--- src/rtl/temp_mem_pkg.sv ---
// Shared constants and types for the scratch-memory burst arbiter.
package temp_mem_pkg;

   localparam int ADDR_W = 13;
   localparam int LEN_W  = 8;

   typedef enum logic {
      IDLE  = 1'b0,
      BURST = 1'b1
   } arb_state_e;

   typedef struct packed {
      logic              owner;
      logic              write;
      logic [ADDR_W-1:0] addr;
      logic [LEN_W-1:0]  remaining;
   } burst_cmd_t;

   function automatic logic [1:0] owner_onehot(input logic owner);
      return owner ? 2'b10 : 2'b01;
   endfunction

endpackage

--- src/rtl/temp_mem_arbiter_rr_arb2.sv ---
// Two-input round-robin picker: the pointer names the preferred requester.
module rr_arb2 (
   input  logic [1:0] request,
   input  logic       ptr,
   output logic [1:0] grant
);

   // Preferred requester wins when asserted, otherwise the other one.
   always_comb begin
      grant = 2'b00;
      case (ptr)
         1'b0: begin
            if (request[0]) begin
               grant = 2'b01;
            end else if (request[1]) begin
               grant = 2'b10;
            end else begin
               grant = 2'b00;
            end
         end
         1'b1: begin
            if (request[1]) begin
               grant = 2'b10;
            end else if (request[0]) begin
               grant = 2'b01;
            end else begin
               grant = 2'b00;
            end
         end
         default: grant = 2'b00;
      endcase
   end

endmodule

--- src/rtl/temp_mem_arbiter.sv ---
// Burst arbiter sharing the single-port scratch memory between the operand
// loader (requester 0) and the matrix compute engine (requester 1).
module temp_mem_arbiter
   import temp_mem_pkg::*;
#(
   parameter int N = ADDR_W,
   parameter int L = LEN_W
) (
   input  logic                clk,
   input  logic                rst,
   input  logic [1:0]          req_valid,
   output logic [1:0]          req_ready,
   input  logic [1:0]          req_write,
   input  logic [1:0][N-1:0]   req_base,
   input  logic [1:0][L-1:0]   req_len,
   output logic [1:0]          beat,
   input  logic [1:0][7:0]     wdata,
   output logic [7:0]          rdata,
   output logic [1:0]          rvalid,
   output logic [1:0]          done,
   output logic                mem_write_en,
   output logic [N-1:0]        mem_addr,
   output logic [7:0]          mem_data_in,
   input  logic [7:0]          mem_data_out
);

   localparam logic [ADDR_W-1:0] ADDR_ONE = {{(ADDR_W-1){1'b0}}, 1'b1};
   localparam logic [LEN_W-1:0]  LEN_ONE  = {{(LEN_W-1){1'b0}}, 1'b1};

   arb_state_e  state_r;
   logic        ptr_r;
   burst_cmd_t  cmd_r;
   logic [7:0]  rdata_r;
   logic [1:0]  rvalid_r;
   logic [1:0]  done_r;
   logic [1:0]  grant_s;
   logic        win_s;

   rr_arb2 u_rr_arb2 (
      .request (req_valid),
      .ptr     (ptr_r),
      .grant   (grant_s)
   );

   assign rdata  = rdata_r;
   assign rvalid = rvalid_r;
   assign done   = done_r;

   // Grant handshake and memory drive, all derived from the latched burst.
   always_comb begin
      win_s        = grant_s[1];
      req_ready    = 2'b00;
      beat         = 2'b00;
      mem_write_en = 1'b0;
      mem_addr     = {N{1'b0}};
      mem_data_in  = 8'h00;
      if ((state_r == IDLE) && !rst) begin
         req_ready = grant_s;
      end else begin
         req_ready = 2'b00;
      end
      if (state_r == BURST) begin
         beat     = owner_onehot(cmd_r.owner);
         mem_addr = cmd_r.addr;
         if (cmd_r.write) begin
            mem_write_en = 1'b1;
            mem_data_in  = wdata[cmd_r.owner];
         end else begin
            mem_write_en = 1'b0;
            mem_data_in  = 8'h00;
         end
      end else begin
         beat = 2'b00;
      end
   end

   // Arbitration FSM with command, read-data and completion registers.
   always_ff @(posedge clk or posedge rst) begin
      if (rst) begin
         state_r  <= IDLE;
         ptr_r    <= 1'b0;
         cmd_r    <= '{owner: 1'b0, write: 1'b0, addr: {ADDR_W{1'b0}}, remaining: {LEN_W{1'b0}}};
         rdata_r  <= 8'h00;
         rvalid_r <= 2'b00;
         done_r   <= 2'b00;
      end else begin
         rvalid_r <= 2'b00;
         done_r   <= 2'b00;
         case (state_r)
            IDLE: begin
               if (grant_s != 2'b00) begin
                  cmd_r.owner     <= win_s;
                  cmd_r.write     <= req_write[win_s];
                  cmd_r.addr      <= req_base[win_s];
                  cmd_r.remaining <= req_len[win_s];
                  ptr_r           <= ~win_s;
                  state_r         <= BURST;
               end
            end
            BURST: begin
               // Address wraps naturally at the top of the memory.
               cmd_r.addr      <= cmd_r.addr + ADDR_ONE;
               cmd_r.remaining <= cmd_r.remaining - LEN_ONE;
               if (!cmd_r.write) begin
                  rdata_r  <= mem_data_out;
                  rvalid_r <= owner_onehot(cmd_r.owner);
               end
               if (cmd_r.remaining == {LEN_W{1'b0}}) begin
                  done_r  <= owner_onehot(cmd_r.owner);
                  state_r <= IDLE;
               end
            end
            default: state_r <= IDLE;
         endcase
      end
   end

endmodule

--- config.mk ---
export PLATFORM = sky130hd
export DESIGN_NAME = temp_mem_arbiter
export DESIGN_NICKNAME = d
export VERILOG_FILES = /design/src/rtl/temp_mem_pkg.sv /design/src/rtl/temp_mem_arbiter_rr_arb2.sv /design/src/rtl/temp_mem_arbiter.sv
export SDC_FILE = /design/constraint.sdc
export NUM_CORES = 1
export LEC_CHECK = 0
export CORE_UTILIZATION = 42
export CTS_CLUSTER_SIZE = 12
export DETAILED_ROUTE_END_ITERATION = 7
export HOLD_SLACK_MARGIN = 0.12
export PLACE_DENSITY_LB_ADDON = 0.25
export SLEW_MARGIN = 0
export SYNTH_ARGS = -nofsm -noshare
export SYNTH_HDL_FRONTEND = slang
export SYNTH_SLANG_ARGS = --single-unit
--- constraint.sdc ---
create_clock -name clk -period 1.67 [get_ports clk]
set_input_delay 0.2505 -clock clk [delete_from_list [all_inputs] [get_ports clk]]
set_output_delay 0.2505 -clock clk [all_outputs]
set_load 0.02 [all_outputs]
==> results of run 1 <==
==> through the flow <==
step                      worst slack [ps]  total power, mW  hold WS [ps]
final                                38.33            5.335         365.6
after global routing                0.7516            5.708         386.6
after CTS                           0.2863            5.303         373.9
after detailed placement            -338.9            4.645         495.6
after global placement              -326.1            4.556         480.4
after floorplan                      163.1            3.316         395.1
==> cell usage after synthesis (2+ instances only) <==
master    instances  share of area (%)
o21ai_0          11                2.3
inv_1            12                1.9
dfrtp_1          37                 39
a211oi_1         15                4.7
xor2_1            2               0.73
nor3_1            7                1.5
and3_1           12                3.1
ha_1              3                1.6
a21oi_1           5                1.0
buf_4             3               0.94
buf_2             3               0.63
and2_1           11                2.9
a221oi_1          2               0.73
clkbuf_1          4               0.63
mux2i_1          14                5.8
o22ai_1           5                1.3
xnor2_1           4                1.5
a311oi_1          4                1.5
a31oi_1           5                1.3
o211ai_1          2               0.63
nand3_1           3               0.63
a221o_1           2               0.84
buf_6             2               0.94
mux2_2            9                4.2
nand2_1          23                3.6
nor2_2            2               0.52
o31ai_1           2               0.63
nor2_1           21                3.3
nor4_2            2                1.0
==> flip-flops by register name, summed over array words and instances (netlist names) <==
name / flops
ptr_r: 1
done: 2
rvalid: 2
rdata: 8
state_r: 1
cmd_r: 23
==> worst max path at each step <==
stage                          startpoint        endpoint  slack [ps]  cells after the start
finish                  state_r$_DFF_PP0_     mem_addr[9]          40                      3
detailed placement           req_valid[0]    req_ready[0]        -340                      4
global placement             req_valid[0]    req_ready[0]        -330                      4
floorplan               ptr_r$_DFFE_PP0P_    req_ready[1]         160                      4
global route        cmd_r[22]$_DFFE_PP0P_  mem_data_in[5]         0.8                      4
CTS                     state_r$_DFF_PP0_     mem_addr[0]         0.3                      3
==> area by class of cell <==
type | count | area share [%]
Sequential cell | 37 | 24.25
Clock inverter | 2 | 0.9804
Inverter | 13 | 1.275
Tap cell | 72 | 2.353
Clock buffer | 6 | 2.157
Timing Repair Buffer | 138 | 33.86
Multi-Input combinational cell | 189 | 35.13
==> critical path, cell delays in order (launching register included) <==
cell and delay [ps]:
dfrtp_2 460, buf_6 170, and2_1 150, dlygate4sd2_1 310
==> routing by layer <==
| metal | wire length, microns | global-route usage, % | vias to the layer above | part of all wire [%] |
|---|---|---|---|---|
| li1 | - | - | 1185 | - |
| met1 | 3016 | 33.90 | 1121 | 43 |
| met2 | 3363 | 39.03 | 114 | 48 |
| met3 | 498 | 4.706 | 12 | 7.1 |
| met4 | 108 | 7.170 | 0 | 1.5 |
| met5 | 0 | 0 | - | 0 |
==> where the power goes <==
| part | internal, mW | switching, mW |
|---|---|---|
| combinational | 1.41 | 1.42 |
| sequential | 1.28 | 0.415 |
| clock | 0.486 | 0.328 |
==> kinds of logic after synthesis <==
| kind of cell | Yosys count | share of synthesized area [%] |
|---|---|---|
| AO/OA/AOI/OAI | 60 | 17.81 |
| buffers and inverters | 28 | 6.370 |
| AND/OR/NAND/NOR | 97 | 23.34 |
| flip-flops | 37 | 38.64 |
| XOR/XNOR | 6 | 2.193 |
| adder cells (fa/ha/maj) | 3 | 1.567 |
| multiplexers | 23 | 10.08 |
==> timing repair <==
action | 4_1_cts | 5_1_grt
setup buffers | 0 | 2
endpoints found under the setup margin | 26 | 25
gates resized for setup | 45 | 25
==> results.md, run 1 <==
- The flow ran to the end, and the final reports show no timing, DRC or antenna violations.
- The number of global-route vias before repair came to 2,336.
- The count of cell types in the netlist is 56.
- The number of hold violations in the final report came to 0.
- The final cycle utilization of the critical path is 97.71%.
- Counting flops and latches in the post-synthesis netlist gives 37.
- In this run, synthesis inferred 0 flip-flops with an integrated enable.
- The post-detailed-route wirelength per cell is 15.28 microns.
- The most common library cell in the layout ignoring fill and taps is clkdlybuf4s50_1.
- Setup slack on the worst reg-to-reg path comes out at 100 ps.
- The post-route netlist has 20.52% of its cells at a drive strength greater than 1.
- The H-tree was split into 2 levels.
- The number of hold-repair buffers added at the cts stage is 0.
- Based on the critical path, the design can be clocked at up to 0.6129 GHz.
- The total clock buffers created by CTS is 5.
- After detailed placement, the design holds a cell count of 447.
- The die covers 6011 sq um.
- The tightest min-delay check is of the input port to asynchronous set/reset pin type.
- After the first detailed-routing iteration, the DRC count stood at 163.
- The number of instances in the synthesized netlist is 254.
- At the worst endpoint, the required time is 1420 ps.
- The detail-routed via count per cell is 5.322.
- Setup violations remaining at the end of the flow were counted as 0.
- Entering global routing, the biggest net connects 38 pins.
- The measured slew at the worst slew-check pin is 295.9 ps.
- The starting density of the core is 43.51%.
- The post-synth design cell area is 2396 sq um.
- The startpoint identified for the worst register-to-register timing path is state_r$_DFF_PP0_.
- The count of fill cells added during filler insertion is 464.
- Across the routed clock network, the largest skew measured is 6.349 ps.
- The final layout net count is 459.
- For this block, the routed nets add up to 6.985 mm of wire.
- The first-pass GRT wire length is 11.57 mm.
- The leakage component of the power is 1.663 nW.
- Dividing total power by cell area gives a power density of 1394 nW/um^2.
- The synthesized net count is 329.
- The clock root buffer master is clkbuf_8.
- The most frequently used flop master after synthesis is dfrtp_1.
- Counting cells, the worst reg-to-reg path comes to 6.
- The chip height is 77.53 microns.
- At the end of routability-driven placement, the weighted congestion stood at 0.9032.
- The worst IR drop on VDD is 0.0008803 V.
- The via total after detailed routing is 2,432.
- The fraction of the yosys area taken by sequential cells is 38.64%.
- The share of the core filled with cells is 69.53%.
- Summing all flip-flop and latch instances after layout gives 928.4 sq um.
- The area added between synthesis and finish is 59.79%.
- The initial antenna violation count is 0.
- The count of input and output buffers is 109.
- The number of max-capacitance violations reported is 0.
- After layout, the minimum clock period comes to 1632 ps.
- The floorplan step defined a core boundary enclosing 5507 sq um.
- Headroom to the max-slew limit came out at 80.16%.
- For this run, design rule violations remaining after detail routing come to 0.
- The worst flop-to-flop path endpoint is cmd_r[12]$_DFFE_PP0P_.
- Summing all placed instances gives a cell area of 3714 sq um.
- Yosys printed 0 warnings.
- The total clock sinks is 37.
- The final number of max-transition violations is 0.
- TritonCTS built the clock tree.
- The repair_antennas step left the layout with diodes totalling 0.
- No sink is reached through more buffers than the 2 on the longest clock path.
- The later pin in the worst-skew pair is clocked with a latency of 290 ps.
- With fillers left out, the area of the finished cells amounts to 3829 sq um.
- The critical path capture point type is a primary output.
- Setup repair after global routing left no endpoint under its margin.
- Once detail routing completed, the nets flagged for antenna violations numbered 0.
- In the layout the commonest cells are 82 x clkdlybuf4s50_1, 35 x dfrtp_1, 25 x buf_4, 22 x nand2_1, 21 x nor2_1.
- The worst setup path is launched from a flip-flop.
- After legalization and detailed placement, the total HPWL measured 5.269 mm.
- The detailed-router iteration count before antenna repair is 4.
- The synthesized area divided by synthesized cell count is 9.433 sq um.
- The post-synthesis async set-or-reset flop share is 100.0%.
- Global routing consumed, over all layers together, 24.58% of the routing resources.
- By startpoint and endpoint, the worst setup path is classified as flip-flop to primary output.
- The highest net fanout along the worst path is 17.
- The floorplan has 27 rows.
- Measured along the x axis, the die boundary spans 77.53 microns.
- In the final timing run, aggregate negative setup slack is 0 ps.
- The clock-pin slew of the registers on the worst-case setup and hold paths is 80 ps.
- After global routing the overflow that remains totals 0.
- The final instance count without filler cells is 457.
- At the worst endpoint, the arrival time is 1380 ps.
- The number of primary I/O pins is 110.
- Summing all multi-input logic gate instances after layout gives 1345 sq um.
Power figures use the tool's default switching activity.
==> inputs of run 2 (changes only) <==
- CAP_MARGIN: not set -> 40
- CELL_PAD_IN_SITES_DETAIL_PLACEMENT: not set -> 0
- CELL_PAD_IN_SITES_GLOBAL_PLACEMENT: not set -> 2
- CORE_UTILIZATION: 42 -> 24
- GPL_ROUTABILITY_DRIVEN: not set -> 0
==> results.md, run 2 (same netlist as run 1, synthesis figures left out) <==
- The final HPWL from detailed placement is 6.121 mm.
- After clock tree synthesis, the clock-pin slew on the worst setup and hold paths is 80 ps.
- In this run the tool buffered the top-level ports with 109 buffer cells.
- Counting flops per register, the top entry is cmd_r.
- The worst setup path is launched from a flip-flop.
- The cell class contributing the biggest share of worst-path delay is buffers and inverters.
- Across the VDD grid, the largest voltage drop is 0.0004423 V.
- The highest net fanout along the worst path is 12.
- The detail-routed via count per cell is 4.563.
- For this run, the total global-route usage over all layers was measured as 15.32%.
- The final-layout worst hold slack is 420.9 ps.
- In this run the core area contains 36 standard-cell rows.
- The floorplan step set the die height to 101.9 microns.
- Per report_power, the combinational group accounts for 51.7% of the total.
- The H-tree was split into 2 levels.
- The library cells used most frequently in the layout, excluding fill and tap cells, are 81 x clkdlybuf4s50_1, 42 x buf_4, 36 x dfrtp_1, 22 x nand2_1, 21 x nor2_1.
- The pin count of the biggest net entering global routing is 25.
- Counting along the longest clock path gives a buffer depth of 2.
- Measured against its own limit, the worst slew margin works out to 80.74%.
- 0 antenna diodes ended up in the layout.
- The total design power is 5.480 mW.
- The required time of the critical path is 1420 ps.
- Setup repair after global routing left no endpoint under its margin.
- The count of fill cells added during filler insertion is 1,022.
- Of the total power, the clock network draws 17.7%.
- In this run the static leakage power is 1.725 nW.
- The number of global-route vias before repair is 2,253.
- The slowest cell on the critical path is dfrtp_2.
- The number of hold violations in the final report is 0.
- The initial antenna violation count is 0.
- The post-detailed-route wirelength per cell is 14.86 microns.
- The largest stage delay on the critical path is 440 ps.
- The cell repeated most along the worst path is buf_4.
- The core footprint is 9729 sq um.
- The worst setup path is captured at a primary output.
- The die covers 10,390 sq um.
- The routed design could run at a clock period as short as 1631 ps.
- The sequential fraction of design power is 30.7%.
- By startpoint and endpoint, the worst setup path is classified as flip-flop to primary output.
- Setup violations remaining at the end of the flow were counted as 0.
- Measured along the x axis, the die boundary spans 101.9 microns.
- The share of the core filled with cells is 40.83%.
- The final layout net count is 472.
- The initial utilization of the core area, before any placement, comes to 24.63%.
- The measured slew at the worst slew-check pin is 287.1 ps.
- The critical path goes through buf_4 -> buf_4 -> and2_1 -> buf_2.
- The clock tree skew after final layout is 5.166 ps.
- The post-route netlist has 24.62% of its cells at a drive strength greater than 1.
- The highest achievable clock rate is 0.6132 GHz.
- The routed wire length is 7.892 mm.
- The library cell used most frequently in the layout, excluding fill and tap cells, is clkdlybuf4s50_1.
- The power density over the cells is 1379 nW/um^2.
- TritonCTS built the clock tree.
- Data on the critical path arrives at its endpoint at 1380 ps.
- The total clock buffers created by CTS is 5.
- For this design the total switching power over the nets is 2.190 mW.
- In this run the remaining antenna-violating nets after routing total 0.
- The tree is rooted in a clkbuf_8.
- The detailed-router iteration count before antenna repair is 5.
- The violation count after the first detailed-routing iteration is 96.
- The switching power as a share of total power is 39.97%.
- The first global-routing pass estimated 12.02 mm of wire.
- The final cycle utilization of the critical path is 97.66%.
- The min-delay analysis places its worst path in the category input port to asynchronous set/reset pin.
- The number of max-capacitance violations reported is 0.
- The detailed router placed 2,423 vias in this run.
- The total internal power is 3.290 mW.
- The number of primary I/O pins is 110.
- Together, buffers and inverters on the worst path number 3.
- The DRC violation count after routing is 0.
- For this run the aggregate overflow at the end of global routing stands at 0.
- The total clock sinks is 37.
- The final number of max-transition violations was 0.
- The area growth from synthesis to layout is 65.80%.
- The run finished with clean final reports.
- For the worst-skew pair, the clock arrives at the later sink with an insertion delay of 300 ps.
- The flip-flop count of the largest register after layout is 23.
run 2: timing repair:
item                                    CTS  global route
hold buffers                              0             0
endpoints found under the setup margin   26            13
setup buffers                             2             2
endpoints found under the hold margin     0             0
gates resized for setup                  79            13
run 2: metrics by stage:
step / setup slack (ps) / cell area [sq um] / setup TNS (ps) / std cells
floorplan: 163.1 / 2396 / 0 / 254
finish: 39.15 / 3973 / 0 / 531
detailed placement: -390.6 / 3860 / -4837 / 519
CTS: -70.17 / 3928 / -98.03 / 529
global placement: -368.9 / 3860 / -4404 / 519
global route: 1.256 / 3973 / 0 / 531
run 2: path summary, 6_finish.rpt:
path                                      start  cells past startpoint               endpoint  slack (ps)
max                           state_r$_DFF_PP0_                      4           mem_addr[12]          40
min                                         rst                      3   rdata[7]$_DFFE_PP0P_         420
max reg2reg                   state_r$_DFF_PP0_                      6  cmd_r[12]$_DFFE_PP0P_          90
min reg2reg                rdata[6]$_DFFE_PP0P_                      1   rdata[6]$_DFFE_PP0P_         510
max in group asynchronous                   rst                      3  cmd_r[19]$_DFFE_PP0P_        1040
min in group clk           rdata[6]$_DFFE_PP0P_                      1   rdata[6]$_DFFE_PP0P_         510
run 2: final cells by class:
| class | instances | area, sq um | share of cell area, % |
|---|---|---|---|
| repair buffers | 151 | 1339 | 33.70 |
| well taps | 133 | 166.4 | 4.189 |
| multi-input cells | 189 | 1351 | 34.02 |
| clock buffers | 5 | 68.82 | 1.732 |
| clock inverters | 3 | 68.82 | 1.732 |
| flip-flops and latches | 37 | 927.1 | 23.34 |
| inverters | 13 | 51.30 | 1.291 |
run 2: per-layer routing:
| metal | global-route usage, % | share of wire, % | wire [microns] |
|---|---|---|---|
| met5 | 0 | 0 | 0 |
| met4 | 4.286 | 1.1 | 84 |
| met3 | 3.146 | 6.5 | 511 |
| met2 | 23.96 | 45 | 3525 |
| met1 | 21.40 | 48 | 3771 |
run 2: worst min-delay path, stage by stage:
cell,delay [ps]
clkdlybuf4s50_1,480
inv_1,150
buf_12,190
run 2: power by group through the flow:
stage	Clock [mW]	Combinational, mW	Sequential (mW)
final	0.969	2.83	1.68
after CTS	0.995	2.86	1.68
after floorplan	0	1.57	1.75
after detailed placement	0	3.04	1.69
after global routing	1.03	3.09	1.74
after global placement	0	3.01	1.69
==> inputs of run 3 (changes only) <==
- CTS_CLUSTER_DIAMETER: not set -> 30
- PLACE_DENSITY: not set -> 0.88
- PLACE_DENSITY_LB_ADDON: 0.25 -> not set
==> results.md, run 3 (same netlist as run 1, synthesis figures left out) <==
- The clock-pin slew of the registers on the worst-case setup and hold paths is 80 ps.
- The final number of max-transition violations was 0.
- The total clock buffers created by CTS is 5.
- The worst IR drop on VDD is 0.0004466 V.
- The final layout net count is 460.
- The highest achievable clock rate is 0.6181 GHz.
- The number of global-route vias before repair is 2,308.
- The final HPWL from detailed placement is 5.982 mm.
- The final-layout worst hold slack is 309.7 ps.
- The area growth from synthesis to layout is 61.25%.
- For this run the aggregate overflow at the end of global routing stands at 0.
- The CTS tree is done.
- The total of endpoints with negative setup slack in the final report is 0.
- The detailed-router iteration count before antenna repair is 4.
- For flop-to-flop paths, the worst setup slack is 140 ps.
- In this run the power density over the cells is 1371 nW/um^2.
- The highest net fanout along the worst path is 13.
- In this run the critical register-to-register path is captured at cmd_r[12]$_DFFE_PP0P_.
- At the pin with the least slew margin, the transition time is 425.9 ps.
- The number of antenna diodes is 0.
- In this run the static leakage power is 1.662 nW.
- The first-pass GRT wire length is 11.75 mm.
- The count of input and output buffers is 109.
- The final cycle utilization of the critical path is 96.88%.
- The routed wire length is 7.665 mm.
- The initial antenna violation count is 0.
- The detailed router finished its first iteration with 82 violations.
- The number of rows in the core area is 36.
- Once the floorplan was initialized, standard cells occupied 24.63% of the core.
- The register with the most flip-flops in the layout has 23 of them.
- The clock root buffer master is clkbuf_8.
- The beginning of the worst register-to-register path is state_r$_DFF_PP0_.
- Data on the critical path arrives at its endpoint at 1370 ps.
- The kind of path behind the tightest hold check is input port to asynchronous set/reset pin.
- The critical path is of the flip-flop to primary output type.
- The floorplan step defined a die boundary enclosing 10,390 sq um.
- STA classifies the critical path startpoint as a flip-flop.
- The total design power is 5.299 mW.
- In this run the deepest clock path goes through 2 buffers.
- Counting the fill cells in the layout gives 1,005.
- Measured on the finished design, the core utilization comes to 39.71%.
- At the later pin of the worst-skew pair, clock insertion delay measures 300 ps.
- The number of hold violations in the final report came to 0.
- In the post-route analysis, the smallest setup slack over all paths is 52.03 ps.
- The time the worst path needs with I/O delays and setup is 1618 ps.
- The pin count of the biggest net entering global routing is 28.
- STA classifies the critical path endpoint as a primary output.
- For the final database, setup skew stands at 6.108 ps.
- The DRC violation count after routing is 0.
- The summed negative setup slack over all endpoints is 0 ps.
- The total clock sinks is 37.
- The pre-CTS worst setup slack is -361.4 ps.
- Global routing used 14.83% of the available tracks across all layers.
- After detailed routing, the average wire length per cell comes to 14.77 microns.
- Setup repair after global routing could not meet its margin everywhere.
- Max-cap violations in this run came to 0.
- In the layout the commonest cells are 82 x clkdlybuf4s50_1, 36 x dfrtp_1, 26 x buf_4, 22 x nand2_1, 21 x nor2_1.
- For the worst flop-to-flop path, the logic depth is 5.
- The number of levels the H-tree was split into is 2.
- The chip height is 101.9 microns.
- Dividing the detail-routed via count by the number of cells gives 4.657.
- In this run the tightest slew margin relative to its limit is 71.58%.
- 110 I/O pins were placed.
- The register bank with the most flops is cmd_r.
- Data on the critical path is required at its endpoint by 1420 ps.
- After floorplanning, the core was sized to cover 9729 sq um.
- The count of nets left with antenna violations once routing finished came out at 0.
- The via total after detailed routing is 2,417.
- The run finished with clean final reports.
- The fraction of layout cells with a size suffix above 1 is 20.47%.
- The most common library cell in the layout ignoring fill and taps is clkdlybuf4s50_1.
- The die is 101.9 microns wide.
## run 3: cell count changes in the layout (fill, tap and decap cells not counted), moves of 4 or more
cell / previous run / this run
buf_4: 42 / 26
buf_2: 14 / 9
clkbuf_2: 1 / 5
clkdlybuf4s15_1: 1 / 5
## run 3: what timing repair did
item,4_1_cts,5_1_grt
setup endpoints to repair,26,13
hold buffers,0,0
gates resized for setup,61,14
buffers inserted,1,0
## run 3: area by class of cell
class                           instances  area (sq um)  area share, %
Clock buffer                            5         68.82          1.781
Clock inverter                          3         46.29          1.198
Inverter                               13         48.80          1.263
Multi-Input combinational cell        189          1329          34.39
Sequential cell                        37         927.1          24.00
Tap cell                              133         166.4          4.307
Timing Repair Buffer                  139          1277          33.06
## run 3: worst max-delay path, stage by stage (launching register included)
cell	delay, ps
dfrtp_2	460
buf_12	160
and2_1	140
dlygate4sd2_1	320
## run 3: worst max path at each step
stage | from | end | slack (ps) | cells past startpoint
global route | state_r$_DFF_PP0_ | mem_addr[10] | -10 | 3
CTS | cmd_r[22]$_DFFE_PP0P_ | mem_data_in[1] | -30 | 5
global placement | req_valid[0] | req_ready[0] | -380 | 4
finish | state_r$_DFF_PP0_ | mem_addr[1] | 50 | 3
detailed placement | req_valid[0] | req_ready[0] | -360 | 4
floorplan | ptr_r$_DFFE_PP0P_ | req_ready[1] | 160 | 4
## run 3: per-stage QoR
step,area (sq um),std cells
floorplan,2396,254
CTS,3881,519
detailed placement,3805,510
global placement,3805,510
finish,3864,519
global route,3864,519
## run 3: where the power goes
group	internal, mW	switching (mW)	leakage (nW)
Clock	0.447	0.356	0.0543
Combinational	1.38	1.44	1.18
Sequential	1.28	0.392	0.430
## run 3: per-layer routing
metal / GRT usage (%) / vias up / routed length, microns
met3: 2.873 / 13 / 436
met4: 5.495 / 0 / 139
met5: 0 / - / 0
met2: 23.91 / 82 / 3546
met1: 19.75 / 1139 / 3543
li1: - / 1183 / -
